File: config.mk
export PLATFORM = sky130hd
export DESIGN_NAME = burst_ram_arbiter_flat
export DESIGN_NICKNAME = d
export VERILOG_FILES = /design/src/rtl/burst_ram_arbiter_if.sv /design/src/rtl/burst_ram_arbiter.sv /design/src/flat_wrapper.sv
export SDC_FILE = /design/constraint.sdc
export NUM_CORES = 1
export LEC_CHECK = 0
export ABC_AREA = 1
export CORE_AREA = 2 2 185 187
export DETAILED_ROUTE_END_ITERATION = 16
export DIE_AREA = 0 0 187 189
export PLACE_DENSITY = 0.53
export RECOVER_POWER = 100
export SYNTH_ARGS = -nofsm -noshare
export SYNTH_HDL_FRONTEND = slang
export SYNTH_SLANG_ARGS = --single-unit
export TNS_END_PERCENT = 10
File: constraint.sdc
create_clock -name clk -period 1.8 [get_ports clk]
set_input_delay 0.18 -clock clk [delete_from_list [all_inputs] [get_ports clk]]
set_output_delay 0.18 -clock clk [all_outputs]
set_load 0.005 [all_outputs]
File: src/rtl/burst_ram_arbiter_if.sv
// Bundle of the two cache-client ports and the burst RAM controller port.
// The arbiter uses the slave view; clients and RAM model use the master view.
interface burst_ram_arbiter_if #(
    parameter int AW = 21
);
    logic          c0_req;
    logic          c0_cmd;
    logic [AW-1:0] c0_addr;
    logic [63:0]   c0_wr_data;
    logic          c0_gnt;
    logic [63:0]   c0_rd_data;
    logic          c0_rd_data_valid;
    logic          c0_done;

    logic          c1_req;
    logic          c1_cmd;
    logic [AW-1:0] c1_addr;
    logic [63:0]   c1_wr_data;
    logic          c1_gnt;
    logic [63:0]   c1_rd_data;
    logic          c1_rd_data_valid;
    logic          c1_done;

    logic          br_cmd;
    logic          br_cmd_en;
    logic [AW-1:0] br_addr;
    logic [63:0]   br_wr_data;
    logic [7:0]    br_data_mask;
    logic [63:0]   br_rd_data;
    logic          br_rd_data_valid;

    modport slave (
        input  c0_req, c0_cmd, c0_addr, c0_wr_data,
        input  c1_req, c1_cmd, c1_addr, c1_wr_data,
        input  br_rd_data, br_rd_data_valid,
        output c0_gnt, c0_rd_data, c0_rd_data_valid, c0_done,
        output c1_gnt, c1_rd_data, c1_rd_data_valid, c1_done,
        output br_cmd, br_cmd_en, br_addr, br_wr_data, br_data_mask
    );

    modport master (
        output c0_req, c0_cmd, c0_addr, c0_wr_data,
        output c1_req, c1_cmd, c1_addr, c1_wr_data,
        output br_rd_data, br_rd_data_valid,
        input  c0_gnt, c0_rd_data, c0_rd_data_valid, c0_done,
        input  c1_gnt, c1_rd_data, c1_rd_data_valid, c1_done,
        input  br_cmd, br_cmd_en, br_addr, br_wr_data, br_data_mask
    );
endinterface

File: src/rtl/burst_ram_arbiter.sv
// Round-robin arbiter sharing one burst RAM controller port between two cache clients,
// one whole burst at a time, with a global minimum spacing between commands.
module burst_ram_arbiter #(
    parameter int RAM_DEPTH_BITWIDTH     = 21,
    parameter int COMMAND_DELAY_INTERVAL = 13,
    parameter int BURST_BEATS            = 4
) (
    input logic                 clk,
    input logic                 rst,
    burst_ram_arbiter_if.slave  bus
);
    localparam logic [5:0] DLY_INIT  = 6'(COMMAND_DELAY_INTERVAL);
    localparam logic [2:0] BEAT_LAST = 3'(BURST_BEATS - 1);

    typedef enum logic [1:0] {IDLE, WRITE, READ} state_e;

    state_e                        state_q, state_d;
    logic                          owner_q, owner_d;
    logic                          last_owner_q, last_owner_d;
    logic [5:0]                    dly_cnt_q, dly_cnt_d;
    logic [2:0]                    beat_q, beat_d;
    logic                          br_cmd_en_q, br_cmd_en_d;
    logic                          br_cmd_q, br_cmd_d;
    logic [RAM_DEPTH_BITWIDTH-1:0] br_addr_q, br_addr_d;
    logic [1:0]                    gnt_q, gnt_d;
    logic [1:0]                    done_q, done_d;

    logic [1:0] req;
    logic       sel;

    assign req = {bus.c1_req, bus.c0_req};
    // Both requesting: the client that did not win last time gets the burst.
    assign sel = (req == 2'b11) ? ~last_owner_q : req[1];

    always_comb begin
        state_d      = state_q;
        owner_d      = owner_q;
        last_owner_d = last_owner_q;
        dly_cnt_d    = (dly_cnt_q != 6'd0) ? dly_cnt_q - 6'd1 : 6'd0;
        beat_d       = beat_q;
        br_cmd_en_d  = 1'b0;
        br_cmd_d     = br_cmd_q;
        br_addr_d    = br_addr_q;
        gnt_d        = 2'b00;
        done_d       = 2'b00;
        case (state_q)
            IDLE: begin
                if (dly_cnt_q == 6'd0 && req != 2'b00) begin
                    br_cmd_en_d  = 1'b1;
                    br_cmd_d     = sel ? bus.c1_cmd : bus.c0_cmd;
                    br_addr_d    = sel ? bus.c1_addr : bus.c0_addr;
                    gnt_d[sel]   = 1'b1;
                    owner_d      = sel;
                    last_owner_d = sel;
                    dly_cnt_d    = DLY_INIT;
                    beat_d       = 3'd0;
                    state_d      = (sel ? bus.c1_cmd : bus.c0_cmd) ? WRITE : READ;
                end
            end
            WRITE: begin
                beat_d = beat_q + 3'd1;
                if (beat_q == BEAT_LAST) begin
                    done_d[owner_q] = 1'b1;
                    state_d         = IDLE;
                end
            end
            READ: begin
                if (bus.br_rd_data_valid) begin
                    beat_d = beat_q + 3'd1;
                    if (beat_q == BEAT_LAST) begin
                        done_d[owner_q] = 1'b1;
                        state_d         = IDLE;
                    end
                end
            end
            default: state_d = IDLE;
        endcase
    end

    always_ff @(posedge clk) begin
        if (rst) begin
            state_q      <= IDLE;
            owner_q      <= 1'b0;
            last_owner_q <= 1'b1;
            dly_cnt_q    <= 6'd0;
            beat_q       <= 3'd0;
            br_cmd_en_q  <= 1'b0;
            br_cmd_q     <= 1'b0;
            br_addr_q    <= '0;
            gnt_q        <= 2'b00;
            done_q       <= 2'b00;
        end else begin
            state_q      <= state_d;
            owner_q      <= owner_d;
            last_owner_q <= last_owner_d;
            dly_cnt_q    <= dly_cnt_d;
            beat_q       <= beat_d;
            br_cmd_en_q  <= br_cmd_en_d;
            br_cmd_q     <= br_cmd_d;
            br_addr_q    <= br_addr_d;
            gnt_q        <= gnt_d;
            done_q       <= done_d;
        end
    end

    assign bus.br_cmd_en    = br_cmd_en_q;
    assign bus.br_cmd       = br_cmd_q;
    assign bus.br_addr      = br_addr_q;
    assign bus.br_data_mask = 8'h00;
    // Write beats flow straight from the owner; the RAM samples them in T..T+BURST_BEATS-1.
    assign bus.br_wr_data   = (state_q != WRITE) ? 64'd0 :
                              (owner_q ? bus.c1_wr_data : bus.c0_wr_data);

    assign bus.c0_gnt  = gnt_q[0];
    assign bus.c1_gnt  = gnt_q[1];
    assign bus.c0_done = done_q[0];
    assign bus.c1_done = done_q[1];

    assign bus.c0_rd_data       = bus.br_rd_data;
    assign bus.c1_rd_data       = bus.br_rd_data;
    assign bus.c0_rd_data_valid = bus.br_rd_data_valid && (state_q == READ) && !owner_q;
    assign bus.c1_rd_data_valid = bus.br_rd_data_valid && (state_q == READ) &&  owner_q;
endmodule

File: src/flat_wrapper.sv
// flat-port wrapper written by rule: the top's interface ports become plain ports
module burst_ram_arbiter_flat 
#(
    parameter int RAM_DEPTH_BITWIDTH     = 21,
    parameter int COMMAND_DELAY_INTERVAL = 13,
    parameter int BURST_BEATS            = 4
)
  (clk, rst, bus_c0_req, bus_c0_cmd, bus_c0_addr, bus_c0_wr_data, bus_c1_req, bus_c1_cmd, bus_c1_addr, bus_c1_wr_data, bus_br_rd_data, bus_br_rd_data_valid, bus_c0_gnt, bus_c0_rd_data, bus_c0_rd_data_valid, bus_c0_done, bus_c1_gnt, bus_c1_rd_data, bus_c1_rd_data_valid, bus_c1_done, bus_br_cmd, bus_br_cmd_en, bus_br_addr, bus_br_wr_data, bus_br_data_mask);
  burst_ram_arbiter_if #(.AW(21)) bus_i ();
  input logic clk;
  input logic rst;
  input wire logic [$bits(bus_i.c0_req)-1:0] bus_c0_req;
  input wire logic [$bits(bus_i.c0_cmd)-1:0] bus_c0_cmd;
  input wire logic [$bits(bus_i.c0_addr)-1:0] bus_c0_addr;
  input wire logic [$bits(bus_i.c0_wr_data)-1:0] bus_c0_wr_data;
  input wire logic [$bits(bus_i.c1_req)-1:0] bus_c1_req;
  input wire logic [$bits(bus_i.c1_cmd)-1:0] bus_c1_cmd;
  input wire logic [$bits(bus_i.c1_addr)-1:0] bus_c1_addr;
  input wire logic [$bits(bus_i.c1_wr_data)-1:0] bus_c1_wr_data;
  input wire logic [$bits(bus_i.br_rd_data)-1:0] bus_br_rd_data;
  input wire logic [$bits(bus_i.br_rd_data_valid)-1:0] bus_br_rd_data_valid;
  output wire logic [$bits(bus_i.c0_gnt)-1:0] bus_c0_gnt;
  output wire logic [$bits(bus_i.c0_rd_data)-1:0] bus_c0_rd_data;
  output wire logic [$bits(bus_i.c0_rd_data_valid)-1:0] bus_c0_rd_data_valid;
  output wire logic [$bits(bus_i.c0_done)-1:0] bus_c0_done;
  output wire logic [$bits(bus_i.c1_gnt)-1:0] bus_c1_gnt;
  output wire logic [$bits(bus_i.c1_rd_data)-1:0] bus_c1_rd_data;
  output wire logic [$bits(bus_i.c1_rd_data_valid)-1:0] bus_c1_rd_data_valid;
  output wire logic [$bits(bus_i.c1_done)-1:0] bus_c1_done;
  output wire logic [$bits(bus_i.br_cmd)-1:0] bus_br_cmd;
  output wire logic [$bits(bus_i.br_cmd_en)-1:0] bus_br_cmd_en;
  output wire logic [$bits(bus_i.br_addr)-1:0] bus_br_addr;
  output wire logic [$bits(bus_i.br_wr_data)-1:0] bus_br_wr_data;
  output wire logic [$bits(bus_i.br_data_mask)-1:0] bus_br_data_mask;
  assign bus_i.c0_req = bus_c0_req;
  assign bus_i.c0_cmd = bus_c0_cmd;
  assign bus_i.c0_addr = bus_c0_addr;
  assign bus_i.c0_wr_data = bus_c0_wr_data;
  assign bus_i.c1_req = bus_c1_req;
  assign bus_i.c1_cmd = bus_c1_cmd;
  assign bus_i.c1_addr = bus_c1_addr;
  assign bus_i.c1_wr_data = bus_c1_wr_data;
  assign bus_i.br_rd_data = bus_br_rd_data;
  assign bus_i.br_rd_data_valid = bus_br_rd_data_valid;
  assign bus_c0_gnt = bus_i.c0_gnt;
  assign bus_c0_rd_data = bus_i.c0_rd_data;
  assign bus_c0_rd_data_valid = bus_i.c0_rd_data_valid;
  assign bus_c0_done = bus_i.c0_done;
  assign bus_c1_gnt = bus_i.c1_gnt;
  assign bus_c1_rd_data = bus_i.c1_rd_data;
  assign bus_c1_rd_data_valid = bus_i.c1_rd_data_valid;
  assign bus_c1_done = bus_i.c1_done;
  assign bus_br_cmd = bus_i.br_cmd;
  assign bus_br_cmd_en = bus_i.br_cmd_en;
  assign bus_br_addr = bus_i.br_addr;
  assign bus_br_wr_data = bus_i.br_wr_data;
  assign bus_br_data_mask = bus_i.br_data_mask;
  burst_ram_arbiter #(.RAM_DEPTH_BITWIDTH(RAM_DEPTH_BITWIDTH), .COMMAND_DELAY_INTERVAL(COMMAND_DELAY_INTERVAL), .BURST_BEATS(BURST_BEATS)) u_core (.clk(clk), .rst(rst), .bus(bus_i));
endmodule
==> impl_metrics.yaml <==
sta:
  rsz0062_at_grt: "yes"
  layout_setup_ws_ns: -0.0248
  final_max_slew_viol_count: 0
  finalCritPeriodShare_pct: 101
  finalClockSkew_ns: 0.00881
  fmax_mhz: 548
  period_minus_slack_ns: 1.82
  finalSetupViolations: 8
  hold_viol: 0
synthesis:
  syn_area_um2: 3870
  synth_top_area_share_pct: 27.1
  synth_seq_area_share_pct: 20.7
  avgSynthCellArea_um2: 6.20
  yosysTopAreaCell: "buf_4"
  ys_ff_latch: 40
  syn_inst: 625
  yosysWarningCount: 0
  synth.area.top_cells: "buf_4, dfxtp_1, nor2_1"
  yosysUniqueCellTypes: 27
floorplan:
  die_area_um2: 35300
  start_util_pct: 11.6
  pin_count: 470
  core_um2: 33300
  die_w_um: 187
  die_y_um: 189
  rows: 67
grt:
  grt_max_degree: 40
  grt_pass1_wl_um: 29600
  grt_pass1_vias: 4279
  grt_overflow_total: 0
  gr-usage-all-layers_pct: 11.5
  grt_antenna_before_repair: 7
routing:
  routed_wl_um: 21500
  dr.first_iter.drc_count: 203
  viasPerCell: 3.58
  ant_nets: 0
  wl_per_cell_um: 17.6
  via_count: 4380
  drc: 0
  dr.pass1.iters: 4
power_and_ir_drop:
  p_per_area_nw_per_um2: 873
  p_total_mw: 5.65
  pwr-share-comb_pct: 58.4
  net-switching-power_mw: 2.18
  p_int_mw: 3.48
  leakage_nw: 2.90
  clockPowerShare_pct: 19.1
  switching_share_pct: 38.5
  power_frac_seq_pct: 22.6
  vdd_drop_max_mv: 0.434
worst_setup_path:
  path_max_fanout: 12
  cp_top_family: "buffers and inverters"
  slowest_stage: "dfxtp_2"
  max_stage_delay_ns: 0.34
  cp.arrival_ns: 1.64
  crit_chain: "inv_2 -> ha_4 -> buf_12 -> buf_12 -> buf_16 -> o21ai_0 -> nor2_1 -> dlygate4sd2_1"
  cp_common_cell: "buf_12"
  startpoint_type: "flip-flop"
  path_class: "flip-flop to primary output"
  cp-end-kind: "primary output"
  worst-path-buf-inv: 5
  required_ns: 1.62
clock_network:
  cts.sinks: 40
  htree_levels: 2
  clockBufferDepth: 2
  clk_latency_ns: 0.29
  clk_root_buffer_cell: "clkbuf_16"
  cts_hold_buffers: 0
  numCtsBuffers: 5
  path_clk_slew_ns: 0.07
  cts_tree: "built"
placed_design:
  hpwl_um: 18100
  placed_area_um2: 6220
  port-buffer-count: 269
  place.gp.congestion: 0.949
finish:
  area_growth_pct: 67.1
  insertedDiodeCount: 0
  drive_gt1_share_pct: 12.1
  layout.nets: 1022
  design_area_um2: 6480
worst_hold_path:
  hold_path.class: "input pin to primary output"
status:
  violations: "setup timing"
  status: "finished with violations"
flow_run:
  drv_cap: 0
==> layout by cell type (no fill, tap or decap), drive strengths merged, types with 2 or more instances in the layout <==
master and n:
clkdlybuf4s15 14, nor2 146, ha 8, inv 17
dlygate4sd3 26, xnor2 2, dfxtp 40, dlygate4sd2 35
nand3 7, a21oi 29, nand2 129, conb 8
nand4 2, buf 42, o21ai 69, nor4 2
clkbuf 12, xor2 2, or2 2, clkdlybuf4s50 177
==> worst paths after layout <==
check,startpoint,endpoint,slack (ns),cells past startpoint
hold reg to reg,u_core.dly_cnt_q[0],u_core.dly_cnt_q[0],0.46,1
hold / removal,bus_br_rd_data[14],bus_c0_rd_data[14],0.36,0
setup / recovery,u_core.state_q[1],bus_br_wr_data[29],-0.02,8
setup reg to reg,u_core.dly_cnt_q[0],u_core.last_owner_q,0.27,9
==> layer usage <==
layer,wire (um),GRT usage [%],up-vias
met5,80,1.24,-
met4,535,3.14,4
met3,2450,5.43,43
met2,10100,19.6,315
met1,8340,12.7,1915
li1,-,-,2103
==> logic make-up after synthesis <==
group / after synthesis / share of synthesized area [%]
simple gates: 289 / 29.8
buf+inv: 185 / 32.6
compound gates: 98 / 13.3
flops: 40 / 20.7
fa+ha+maj: 8 / 2.58
xor+xnor: 4 / 0.904
other cells: 1 / 0.0968
==> stage by stage <==
step	utilization, %	worst slack [ns]	TNS (ns)	hold WS [ns]	std cells
CTS	19.5	-0.190	-0.353	0.360	1218
finish	19.5	-0.0248	-0.111	0.360	1222
global placement	18.7	-0.0781	-0.281	0.360	1203
floorplan	-	0.502	0	0.252	632
global route	19.5	-0.121	-2.24	0.360	1222
detailed placement	18.7	-0.113	-0.341	0.360	1203
==> cells in the mapped netlist (all sizes together) <==
cell type  instances
a21oi             29
o21ai             69
nor3               1
buf              154
xor2               2
dfxtp             40
nand2            129
inv               17
nor4               2
conb               1
ha                 8
xnor2              2
nand3              7
nand4              2
nor2             146
or2                2
clkbuf            14
==> power by group through the flow <==
stage / clock network [mW] / registers, mW / logic [mW]
after floorplan: 0 / 1.29 / 1.82
after global placement: 0 / 1.29 / 3.27
after detailed placement: 0 / 1.29 / 3.29
after CTS: 1.12 / 1.29 / 3.40
after global routing: 1.14 / 1.31 / 3.68
final: 1.08 / 1.28 / 3.30
==> state kept, by name, summed over array words and instances, names as in the netlist <==
name / count
u_core.bus.br_cmd_en: 1
u_core.state_q: 2
u_core.last_owner_q: 1
u_core.bus.br_cmd: 1
u_core.bus.br_addr: 21
u_core.owner_q: 1
u_core.beat_q: 3
u_core.done_q: 2
u_core.gnt_q: 2
u_core.dly_cnt_q: 6
==> final cells by class <==
type / count / area, um^2
tap: 448 / 561
fill: 3820 / 26800
timing repair buffer: 302 / 2990
clock inverter: 2 / 38.8
sequential: 40 / 805
inverter: 17 / 63.8
multi-input combinational: 407 / 1880
clock buffer: 6 / 139
==> timing repair <==
action,in CTS,in global routing
pin swaps,6,5
gates resized for setup,128,24
setup endpoints to repair,66,55
gates cloned,3,0
buffers inserted,4,5
No activity file was read; power rests on OpenSTA's default activity.
